## config.mk

```make
export PLATFORM = sky130hd
export DESIGN_NAME = pwr_reset_seq_ctrl_flat
export DESIGN_NICKNAME = d
export VERILOG_FILES = /design/src/rtl/pwr_reset_seq_pkg.sv /design/src/rtl/pwr_reset_seq_ctrl_if.sv /design/src/rtl/ext_resb_filter.sv /design/src/rtl/pwr_reset_seq_ctrl.sv /design/src/flat_wrapper.sv
export SDC_FILE = /design/constraint.sdc
export NUM_CORES = 1
export LEC_CHECK = 0
export BUFFER_PORTS_ARGS = -buffer_cell sky130_fd_sc_hd__buf_2
export CAP_MARGIN = 20
export CELL_PAD_IN_SITES_DETAIL_PLACEMENT = 0
export CELL_PAD_IN_SITES_GLOBAL_PLACEMENT = 1
export CORE_UTILIZATION = 46
export CTS_CLUSTER_DIAMETER = 80
export DETAILED_ROUTE_END_ITERATION = 10
export HOLD_SLACK_MARGIN = 0.1
export PLACE_DENSITY = 0.86
export SLEW_MARGIN = 20
export SYNTH_ARGS = -nofsm -noshare
export SYNTH_HDL_FRONTEND = slang
export SYNTH_SLANG_ARGS = --single-unit
```

## constraint.sdc

```tcl
create_clock -name clk -period 4.9 [get_ports clk]
set_input_delay 0.49 -clock clk [delete_from_list [all_inputs] [get_ports clk]]
set_output_delay 0.49 -clock clk [all_outputs]
set_load 0.02 [all_outputs]
```

## src/rtl/pwr_reset_seq_pkg.sv

```systemverilog
// Shared types and constants for the power-up / reset sequencer.
// The state codes are visible on SEQ_STATE, so keep these encodings fixed.
package pwr_reset_seq_pkg;

    localparam int SEQ_STATE_W     = 3;
    localparam int DEF_PU_CYCLES   = 16;
    localparam int DEF_RES_CYCLES  = 8;
    localparam int DEF_CPU_CYCLES  = 4;
    localparam int DEF_DEB_CYCLES  = 3;
    localparam int DEF_CNT_W       = 8;

    typedef enum logic [SEQ_STATE_W-1:0] {
        ST_IDLE     = 3'd0,
        ST_PWR_WAIT = 3'd1,
        ST_RES_WAIT = 3'd2,
        ST_CPU_WAIT = 3'd3,
        ST_CE_EN    = 3'd4,
        ST_RUN      = 3'd5
    } seq_state_e;

    // The three states whose dwell is measured by the shared counter
    function automatic logic is_timed(seq_state_e s);
        return (s == ST_PWR_WAIT) || (s == ST_RES_WAIT) || (s == ST_CPU_WAIT);
    endfunction

endpackage

```

## src/rtl/pwr_reset_seq_ctrl_if.sv

```systemverilog
// Control/status bundle between the sequencer (slave) and the surrounding
// system (master): clock-stable and restart requests in, qualifiers out.
interface pwr_reset_seq_ctrl_if;
    import pwr_reset_seq_pkg::*;

    logic                   CLK_STABLE;
    logic                   SW_RESTART;
    logic                   PUONOUT;
    logic                   RESB;
    logic                   CPURSOUTB;
    logic                   CE0;
    logic                   SEQ_DONE;
    logic [SEQ_STATE_W-1:0] SEQ_STATE;

    modport master (
        output CLK_STABLE, SW_RESTART,
        input  PUONOUT, RESB, CPURSOUTB, CE0, SEQ_DONE, SEQ_STATE
    );

    modport slave (
        input  CLK_STABLE, SW_RESTART,
        output PUONOUT, RESB, CPURSOUTB, CE0, SEQ_DONE, SEQ_STATE
    );

endinterface

```

## src/rtl/ext_resb_filter.sv

```systemverilog
// Synchronizes the asynchronous EXT_RESB pin and debounces its release.
// A low sample drops 'released' immediately; release needs DEB_CYCLES highs.
module ext_resb_filter #(
    parameter int DEB_CYCLES = 3,
    parameter int CNT_W      = 8
) (
    input  logic clk,
    input  logic rst,
    input  logic i_ext_resb,
    output logic o_released
);

    localparam logic [CNT_W-1:0] L_DEB_LAST = CNT_W'(DEB_CYCLES - 1);
    localparam logic [CNT_W-1:0] L_ONE      = CNT_W'(1);

    logic             r_sync1;
    logic             r_sync2;
    logic [CNT_W-1:0] r_deb_cnt;
    logic             r_released;

    always_ff @(posedge clk) begin
        if (rst) begin
            r_sync1    <= 1'b0;
            r_sync2    <= 1'b0;
            r_deb_cnt  <= '0;
            r_released <= 1'b0;
        end else begin
            r_sync1 <= i_ext_resb;
            r_sync2 <= r_sync1;
            if (!r_sync2) begin
                r_deb_cnt  <= '0;
                r_released <= 1'b0;
            end else if (!r_released) begin
                // The counter holds at its last value once released is set
                if (r_deb_cnt == L_DEB_LAST) begin
                    r_released <= 1'b1;
                end else begin
                    r_deb_cnt <= r_deb_cnt + L_ONE;
                end
            end
        end
    end

    assign o_released = r_released;

endmodule

```

## src/rtl/pwr_reset_seq_ctrl.sv

```systemverilog
// Power-up / reset sequencer: walks PUONOUT, RESB, CPURSOUTB, CE0 high in a
// fixed order with programmable dwells, aborting to IDLE on reset or clock loss.
module pwr_reset_seq_ctrl
    import pwr_reset_seq_pkg::*;
#(
    parameter int PU_CYCLES  = DEF_PU_CYCLES,
    parameter int RES_CYCLES = DEF_RES_CYCLES,
    parameter int CPU_CYCLES = DEF_CPU_CYCLES,
    parameter int DEB_CYCLES = DEF_DEB_CYCLES,
    parameter int CNT_W      = DEF_CNT_W
) (
    input  logic                 clk,
    input  logic                 rst,
    input  logic                 EXT_RESB,
    pwr_reset_seq_ctrl_if.slave  seq_if
);

    localparam logic [CNT_W-1:0] L_PU_LAST  = CNT_W'(PU_CYCLES - 1);
    localparam logic [CNT_W-1:0] L_RES_LAST = CNT_W'(RES_CYCLES - 1);
    localparam logic [CNT_W-1:0] L_CPU_LAST = CNT_W'(CPU_CYCLES - 1);
    localparam logic [CNT_W-1:0] L_ONE      = CNT_W'(1);

    logic             w_released;
    logic             w_abort;
    seq_state_e       r_state;
    seq_state_e       w_next_state;
    logic [CNT_W-1:0] r_cnt;
    logic [CNT_W-1:0] w_next_cnt;
    logic             r_puonout;
    logic             r_resb;
    logic             r_cpursoutb;
    logic             r_ce0;

    ext_resb_filter #(
        .DEB_CYCLES (DEB_CYCLES),
        .CNT_W      (CNT_W)
    ) u_ext_resb_filter (
        .clk        (clk),
        .rst        (rst),
        .i_ext_resb (EXT_RESB),
        .o_released (w_released)
    );

    // Abort beats warm restart, which beats the normal advance
    always_comb begin
        w_next_state = r_state;
        w_next_cnt   = '0;
        w_abort      = !w_released || !seq_if.CLK_STABLE;

        case (r_state)
            ST_IDLE:     if (w_released && seq_if.CLK_STABLE) w_next_state = ST_PWR_WAIT;
            ST_PWR_WAIT: if (r_cnt == L_PU_LAST)  w_next_state = ST_RES_WAIT;
            ST_RES_WAIT: if (r_cnt == L_RES_LAST) w_next_state = ST_CPU_WAIT;
            ST_CPU_WAIT: if (r_cnt == L_CPU_LAST) w_next_state = ST_CE_EN;
            ST_CE_EN:    w_next_state = ST_RUN;
            ST_RUN:      if (seq_if.SW_RESTART) w_next_state = ST_RES_WAIT;
            default:     w_next_state = ST_IDLE;
        endcase

        if (r_state != ST_IDLE && w_abort) begin
            w_next_state = ST_IDLE;
        end

        if (w_next_state == r_state && is_timed(r_state)) begin
            w_next_cnt = r_cnt + L_ONE;
        end
    end

    // Qualifiers are registered from the next state so they line up with SEQ_STATE
    always_ff @(posedge clk) begin
        if (rst) begin
            r_state     <= ST_IDLE;
            r_cnt       <= '0;
            r_puonout   <= 1'b0;
            r_resb      <= 1'b0;
            r_cpursoutb <= 1'b0;
            r_ce0       <= 1'b0;
        end else begin
            r_state     <= w_next_state;
            r_cnt       <= w_next_cnt;
            r_puonout   <= (w_next_state == ST_RES_WAIT) || (w_next_state == ST_CPU_WAIT) ||
                           (w_next_state == ST_CE_EN)    || (w_next_state == ST_RUN);
            r_resb      <= (w_next_state == ST_CPU_WAIT) || (w_next_state == ST_CE_EN) ||
                           (w_next_state == ST_RUN);
            r_cpursoutb <= (w_next_state == ST_CE_EN) || (w_next_state == ST_RUN);
            r_ce0       <= (w_next_state == ST_RUN);
        end
    end

    assign seq_if.PUONOUT   = r_puonout;
    assign seq_if.RESB      = r_resb;
    assign seq_if.CPURSOUTB = r_cpursoutb;
    assign seq_if.CE0       = r_ce0;
    assign seq_if.SEQ_DONE  = r_ce0;
    assign seq_if.SEQ_STATE = r_state;

endmodule
```

## src/flat_wrapper.sv

```systemverilog
// flat-port wrapper written by rule: the top's interface ports become plain ports
module pwr_reset_seq_ctrl_flat import pwr_reset_seq_pkg::*;
#(
    parameter int PU_CYCLES  = DEF_PU_CYCLES,
    parameter int RES_CYCLES = DEF_RES_CYCLES,
    parameter int CPU_CYCLES = DEF_CPU_CYCLES,
    parameter int DEB_CYCLES = DEF_DEB_CYCLES,
    parameter int CNT_W      = DEF_CNT_W
)
  (clk, rst, EXT_RESB, seq_if_CLK_STABLE, seq_if_SW_RESTART, seq_if_PUONOUT, seq_if_RESB, seq_if_CPURSOUTB, seq_if_CE0, seq_if_SEQ_DONE, seq_if_SEQ_STATE);
  pwr_reset_seq_ctrl_if seq_if_i ();
  input  logic clk;
  input  logic rst;
  input  logic EXT_RESB;
  input wire logic [$bits(seq_if_i.CLK_STABLE)-1:0] seq_if_CLK_STABLE;
  input wire logic [$bits(seq_if_i.SW_RESTART)-1:0] seq_if_SW_RESTART;
  output wire logic [$bits(seq_if_i.PUONOUT)-1:0] seq_if_PUONOUT;
  output wire logic [$bits(seq_if_i.RESB)-1:0] seq_if_RESB;
  output wire logic [$bits(seq_if_i.CPURSOUTB)-1:0] seq_if_CPURSOUTB;
  output wire logic [$bits(seq_if_i.CE0)-1:0] seq_if_CE0;
  output wire logic [$bits(seq_if_i.SEQ_DONE)-1:0] seq_if_SEQ_DONE;
  output wire logic [$bits(seq_if_i.SEQ_STATE)-1:0] seq_if_SEQ_STATE;
  assign seq_if_i.CLK_STABLE = seq_if_CLK_STABLE;
  assign seq_if_i.SW_RESTART = seq_if_SW_RESTART;
  assign seq_if_PUONOUT = seq_if_i.PUONOUT;
  assign seq_if_RESB = seq_if_i.RESB;
  assign seq_if_CPURSOUTB = seq_if_i.CPURSOUTB;
  assign seq_if_CE0 = seq_if_i.CE0;
  assign seq_if_SEQ_DONE = seq_if_i.SEQ_DONE;
  assign seq_if_SEQ_STATE = seq_if_i.SEQ_STATE;
  pwr_reset_seq_ctrl #(.PU_CYCLES(PU_CYCLES), .RES_CYCLES(RES_CYCLES), .CPU_CYCLES(CPU_CYCLES), .DEB_CYCLES(DEB_CYCLES), .CNT_W(CNT_W)) u_core (.clk(clk), .rst(rst), .EXT_RESB(EXT_RESB), .seq_if(seq_if_i));
endmodule
```

==> metrics, run 1 <==
synth warn=0; syn_area_per_cell=between 9 and 10 µm²; switching pwr=approximately 68 µW; layout cells sized above 1=~14%; Core Area=roughly 2500 µm²; row count=18; Final Cycle Share=between 40% and 50%; HP Class=input pin to register; Sink Count=26; vias in the first global route=around 830; CP Max Fanout=8; antenna violations before repair=0; Worst Setup SP=u_core.r_cnt[5]; initial core utilization=around half; Tot Pwr=between 300 and 400 µW; grt ovf=0; Wirelength per Cell=~13 µm; CTS resizes=0; Clk pwr share=40.3%; vias per std cell=approximately 5.6; gr usage total=roughly 17%; Max-Cap Viols=0; Max Buffers Root-to-Sink=2; Int Power=297 µW; H-tree depth reported by CTS=1; Worst Path Required=5.13 ns; delay-heaviest family, CP=simple AND/OR/NAND/NOR gates; 1st-iter DRT viols=24; Combinational Power Share=under 10%; diode count=0; final-stage net count=155; Post-CTS Setup Inserts=0; Critical Path Sink=u_core.r_cnt[1]; Worst path slowest cell=or4_4; RSZ-0062 raised after global routing=false; R2R Path Start=u_core.r_cnt[5]; syn nets=143; clk slew on worst S/H paths=about 0.14 ns; Fin Setup TNS=0 ns; Total Routed Length=roughly 2200 µm; R2R depth=5; post-route ant nets=0; DP Worst Slack=between 2 and 3 ns; via count=979; Final HPWL DP=between 1500 and 2000 µm; Crit path arrival time=between 2 and 2.5 ns; status=complete, no violations; Tmin final=2.01 ns; Final Max Slew Viols=0; Hold-fix buffers, CTS=0; Final Wtd Congestion=approximately 0.79; Util after Layout=54.0%; Buf+Inv Stages, Crit Path=0; startpoint types=register; die height=roughly 54 µm; fmax=497 MHz; Final setup viols=0; Netlist Area Pre-Place=1220 µm²; Area Overhead vs Synth=10.5%; Worst path depth=5; pin count of the biggest net entering global routing=17; Crit. End Element=register; die area=2860 µm²; DRC Markers=0; switch share=about 19%; TritonCTS buffer count=3; slowest cell delay on critical path=~0.56 ns; FF-to-FF End=u_core.r_cnt[1]; Leak Pwr=about 0.54 nW; Worst Setup Path Type=register to register; Tightest Pin Transition=roughly 0.65 ns; Final Hold Fails=0; PwrDens=roughly 270 nW/µm²; FF+latch count, synth=26; CP Cell Sequence=or4_4 -> or4_1 -> a21oi_1 -> nor3_1 -> and3b_2; Die Span X=53.5 µm; Rel. slew slack=around 56%; DRT Pass-1 Iters=4; fill count=244; CTS Root Cell=clkbuf_4; register area share after synthesis=a little over two fifths; Flop pwr share=between 50% and 60%; setup slack, reg-to-reg=slightly below 3 ns; CTS tree=built; global-route wire length before repair=approximately 3500 µm; IO buf count=12; Max IR drop VDD=about 0.00013 V; Clk Latency, worst-skew pair=approximately 0.32 ns; Distinct cells, synth=36; IO Pins=13; Max Clock Skew=a little over 0.005 ns; instance count of the mapped netlist=between 100 and 150; setup ws final=a little under 3 ns
-- worst min-delay path by stage --
stage	start	to	depth (start not counted)
detailed placement	u_core.u_ext_resb_filter.r_sync1	u_core.u_ext_resb_filter.r_sync2	1
CTS	EXT_RESB	u_core.u_ext_resb_filter.r_sync1	2
global route	EXT_RESB	u_core.u_ext_resb_filter.r_sync1	2
global placement	u_core.u_ext_resb_filter.r_sync1	u_core.u_ext_resb_filter.r_sync2	1
floorplan	u_core.u_ext_resb_filter.r_sync1	u_core.u_ext_resb_filter.r_sync2	1
finish	EXT_RESB	u_core.u_ext_resb_filter.r_sync1	2
-- layout by cell type, fill, tap and decap left out, types with 2 or more instances in the layout --
cell / count
a211oi_1: 3
a21oi_1: 7
and3_1: 2
and3b_2: 2
and4_1: 2
buf_2: 12
clkbuf_4: 3
dfxtp_1: 26
ha_1: 3
inv_1: 6
nand2_1: 7
nand2b_1: 2
nand3_1: 7
nand4b_1: 2
nor2_1: 12
nor2b_1: 4
nor3_1: 3
nor3b_1: 7
nor4b_1: 2
o21ai_0: 6
xnor2_1: 5
xor2_1: 8
-- cell families (layout without fill, tap and decap cells) --
| group | after synthesis | in the layout | share of synthesized area [%] |
|---|---|---|---|
| DFF | 26 | 26 | 42.6 |
| buffers and inverters | 11 | 22 | 3.69 |
| adders and majority gates | 3 | 3 | 3.07 |
| xor gates and xnor gates | 13 | 13 | 9.32 |
| AOI/OAI and AO/OA | 23 | 23 | 12.7 |
| and+or+nand+nor | 59 | 59 | 28.6 |
-- cell type report --
type	instances	area (µm²)	share of cell area [%]
Multi-Input combinational cell	98	656	48.6
Inverter	6	22.5	1.67
Timing Repair Buffer	12	60.1	4.45
Clock inverter	1	30.0	2.23
Clock buffer	3	22.5	1.67
Sequential cell	26	520	38.6
Tap cell	30	37.5	2.78
-- metrics by stage --
step                      area, µm²  hold WS (ns)  std cells
after floorplan                1220         0.414        135
after detailed placement       1300         0.448        172
after global routing           1350         0.353        176
final                          1350         0.368        176
after global placement         1300         0.428        172
after CTS                      1350         0.362        176
-- synth_stat cells --
master	n	share of area [%]
and3_1	2	1.0
and3b_2	2	1.6
dfxtp_1	26	43
xor2_1	8	5.7
nand2_1	7	2.2
nor3b_1	7	4.3
buf_4	1	0.61
o21ai_0	6	2.5
o21bai_1	1	0.61
or4_4	1	0.92
nor3_1	3	1.2
ha_1	3	3.1
nand2b_1	2	1.0
o2111a_4	1	1.6
xnor2_1	5	3.6
or3_1	1	0.51
and2_1	1	0.51
inv_1	6	1.8
nor2_1	12	3.7
or4_1	1	0.61
a21oi_1	7	2.9
clkbuf_1	4	1.2
o2bb2ai_1	1	0.72
a211o_1	1	0.72
nor2b_1	4	2.0
nand3_1	7	2.9
o31ai_1	1	0.61
nand4_1	1	0.51
or2_4	1	0.72
nor4b_1	2	1.4
a31oi_1	1	0.51
nor4_1	1	0.51
nand4b_1	2	1.4
and4_1	2	1.4
a311oi_1	1	0.72
a211oi_1	3	1.8
-- layer usage --
metal	share of wire, %	global-route usage (%)
met1	51	21.6
met2	44	27.5
met3	3.2	2.59
met4	1.1	6.58
met5	0	0
-- power by group through the flow --
| stage | Combinational [mW] | Sequential (mW) | Clock [mW] |
|---|---|---|---|
| finish | 0.00524 | 0.213 | 0.147 |
| global route | 0.00568 | 0.213 | 0.157 |
| CTS | 0.00521 | 0.213 | 0.151 |
| detailed placement | 0.00519 | 0.218 | 0 |
| global placement | 0.00510 | 0.217 | 0 |
| floorplan | 0.00202 | 0.217 | 0 |
-- flip-flops by register name (all words and copies together) (netlist names) --
name / count
u_core.r_cnt: 8
u_core.u_ext_resb_filter.r_deb_cnt: 8
u_core.seq_if.SEQ_STATE: 3
u_core.seq_if.CE0: 1
u_core.seq_if.CPURSOUTB: 1
u_core.seq_if.PUONOUT: 1
u_core.seq_if.RESB: 1
u_core.u_ext_resb_filter.o_released: 1
u_core.u_ext_resb_filter.r_sync1: 1
u_core.u_ext_resb_filter.r_sync2: 1
Note: power is estimated with default switching activity, not from simulation.
==> run 2, diff against run 1 <==
- CORE_UTILIZATION: 46 -> 43
- PLACE_DENSITY: 0.86 -> 0.82
- clock period: 4.9 -> 2 ns (I/O delays scaled with it)
==> run 2 against run 1 <==
Combinational power grew to 2.9 times the previous value. Sequential power increased by 140%. Register-to-register slack got worse by 2.8 ns. Worst hold slack worse by 0.20 ns.
==> metrics, run 2 (same netlist as run 1, synthesis figures left out) <==
post-route ant nets=0; Hold Path End=u_core.u_ext_resb_filter.r_sync2; Sink Count=26; vias per std cell=5.49; DRT Pass-1 Iters=4; Final Hold Fails=0; Fin Setup TNS=0 ns; critical path's most frequent cell=or4_4; setup ws final=roughly 0.044 ns; diode count=0; Post-CTS Setup Inserts=0; CP Max Fanout=8; RSZ-0062 raised after global routing=false; global-route wire length before repair=approximately 4200 µm; Worst Path Required=~2.2 ns; Max-Cap Viols=0; pin count of the biggest net entering global routing=17; layout cells sized above 1=a little over a fifth; Tightest Pin Transition=~0.48 ns; Max Clock Skew=0.00291 ns; Clk Latency, worst-skew pair=0.31 ns; CTS Root Cell=clkbuf_4; Crit path arrival time=around 2.2 ns; DRC Markers=0; Rel. slew slack=about two thirds; hold_sp=rst; Core Area=approximately 2600 µm²; Max IR drop VDD=~0.00040 V; HP Class=input pin to register; Crit. End Element=register; most frequent cells in the layout=25 x dfxtp_1, 12 x nor2_1, 12 x buf_2; Final HPWL DP=around 1800 µm; Area Overhead vs Synth=17.5%; row count=18; Max Buffers Root-to-Sink=2; PwrDens=between 600 and 700 nW/µm²; initial core utilization=between 40% and 50%; Wirelength per Cell=13.7 µm; vias in the first global route=990; grt ovf=0; Design Area, Final=between 1000 and 1500 µm²; gr usage total=between 15 and 20%; commonest non-fill, non-tap cell in the layout=dfxtp_1; slowest cell delay on critical path=0.53 ns; 1st-iter DRT viols=8; Worst path slowest cell=or4_4; clk slew on worst S/H paths=0.14 ns; Total Routed Length=approximately 2500 µm; DP Worst Slack=just over 0.04 ns; Hold Crit Depth=2; Final setup viols=0; Final Cycle Share=a little over nine tenths; setup slack, reg-to-reg=0.04 ns; CTS tree=built; die height=55.3 µm; placed instance area=~1300 µm²; fmax=roughly 510 MHz; Final Max Slew Viols=0; R2R depth=5; TritonCTS buffer count=3; CP Cell Sequence=or4_4 -> or4_4 -> a21oi_4 -> nor3_4 -> and3b_2; FF-to-FF End=u_core.r_cnt[5]; startpoint types=register; Worst Setup Path Type=register to register; Tmin final=between 1.5 and 2 ns; R2R Path Start=u_core.r_cnt[6]; via count=994; IO Pins=13; antenna violations before repair=0; H-tree depth reported by CTS=1; Die Span X=around 55 µm; status=complete, no violations; Final Wtd Congestion=about 0.79; final-stage net count=160; die area=3060 µm²; Hold Slack=between 0.15 and 0.2 ns; IO buf count=12; Leak Pwr=approximately 0.58 nW
==> run 2: changes by cell type in the layout (fill, tap and decap cells not counted), sizes merged <==
| cell | before | now |
|---|---|---|
| dlygate4sd3 | 0 | 1 |
| buf | 12 | 16 |
==> run 2: what timing repair did <==
action | CTS | global route
resized for setup | 0 | 11
setup endpoints to repair | 0 | 9
hold buffers | 1 | 0
hold endpoints to repair | 1 | 0
==> run 2: critical path: cells and delay by family, from the launching register on <==
family / cells / cell delay (ns)
AND/OR/NAND/NOR: 4 / 1.32
flip-flops: 1 / 0.38
AO/OA/AOI/OAI: 1 / 0.16
==> run 2: layer usage <==
metal / track usage, % / vias up / wire length, µm
li1: - / 510 / -
met1: 19.8 / 469 / 1110
met4: 7.50 / 0 / 33
met3: 3.51 / 4 / 79
met2: 29.8 / 11 / 1270
met5: 0 / - / 0
==> run 2: layout make-up <==
cell class	instances	area, µm²
clock buffer	3	22.5
clock inverter	1	30.0
fill	251	1150
inverter	6	22.5
multi-input combinational	98	698
sequential	26	524
tap	30	37.5
timing repair buffer	17	100
==> run 2: metrics by stage <==
stage	utilization [%]	power, mW	instances
final	55.4	0.889	181
after global placement	51.2	0.545	176
after detailed placement	51.2	0.546	176
after global routing	55.4	0.924	181
after floorplan	-	0.538	135
after CTS	53.6	0.902	181
==> run 2: worst max path at each step <==
stage,from,end
finish,u_core.r_cnt[6],u_core.r_cnt[5]
floorplan,u_core.r_cnt[5],u_core.r_cnt[5]
global placement,u_core.r_cnt[6],u_core.r_cnt[1]
CTS,u_core.r_cnt[6],u_core.r_cnt[5]
detailed placement,u_core.r_cnt[6],u_core.r_cnt[5]
global route,u_core.r_cnt[6],u_core.seq_if.RESB
==> run 2: report_power, final <==
group	total [mW]	switching (mW)	internal (mW)
Clock	0.354	0.151	0.203
Sequential	0.520	0.00109	0.519
Combinational	0.0150	0.00813	0.00683
Total	0.889	0.161	0.728
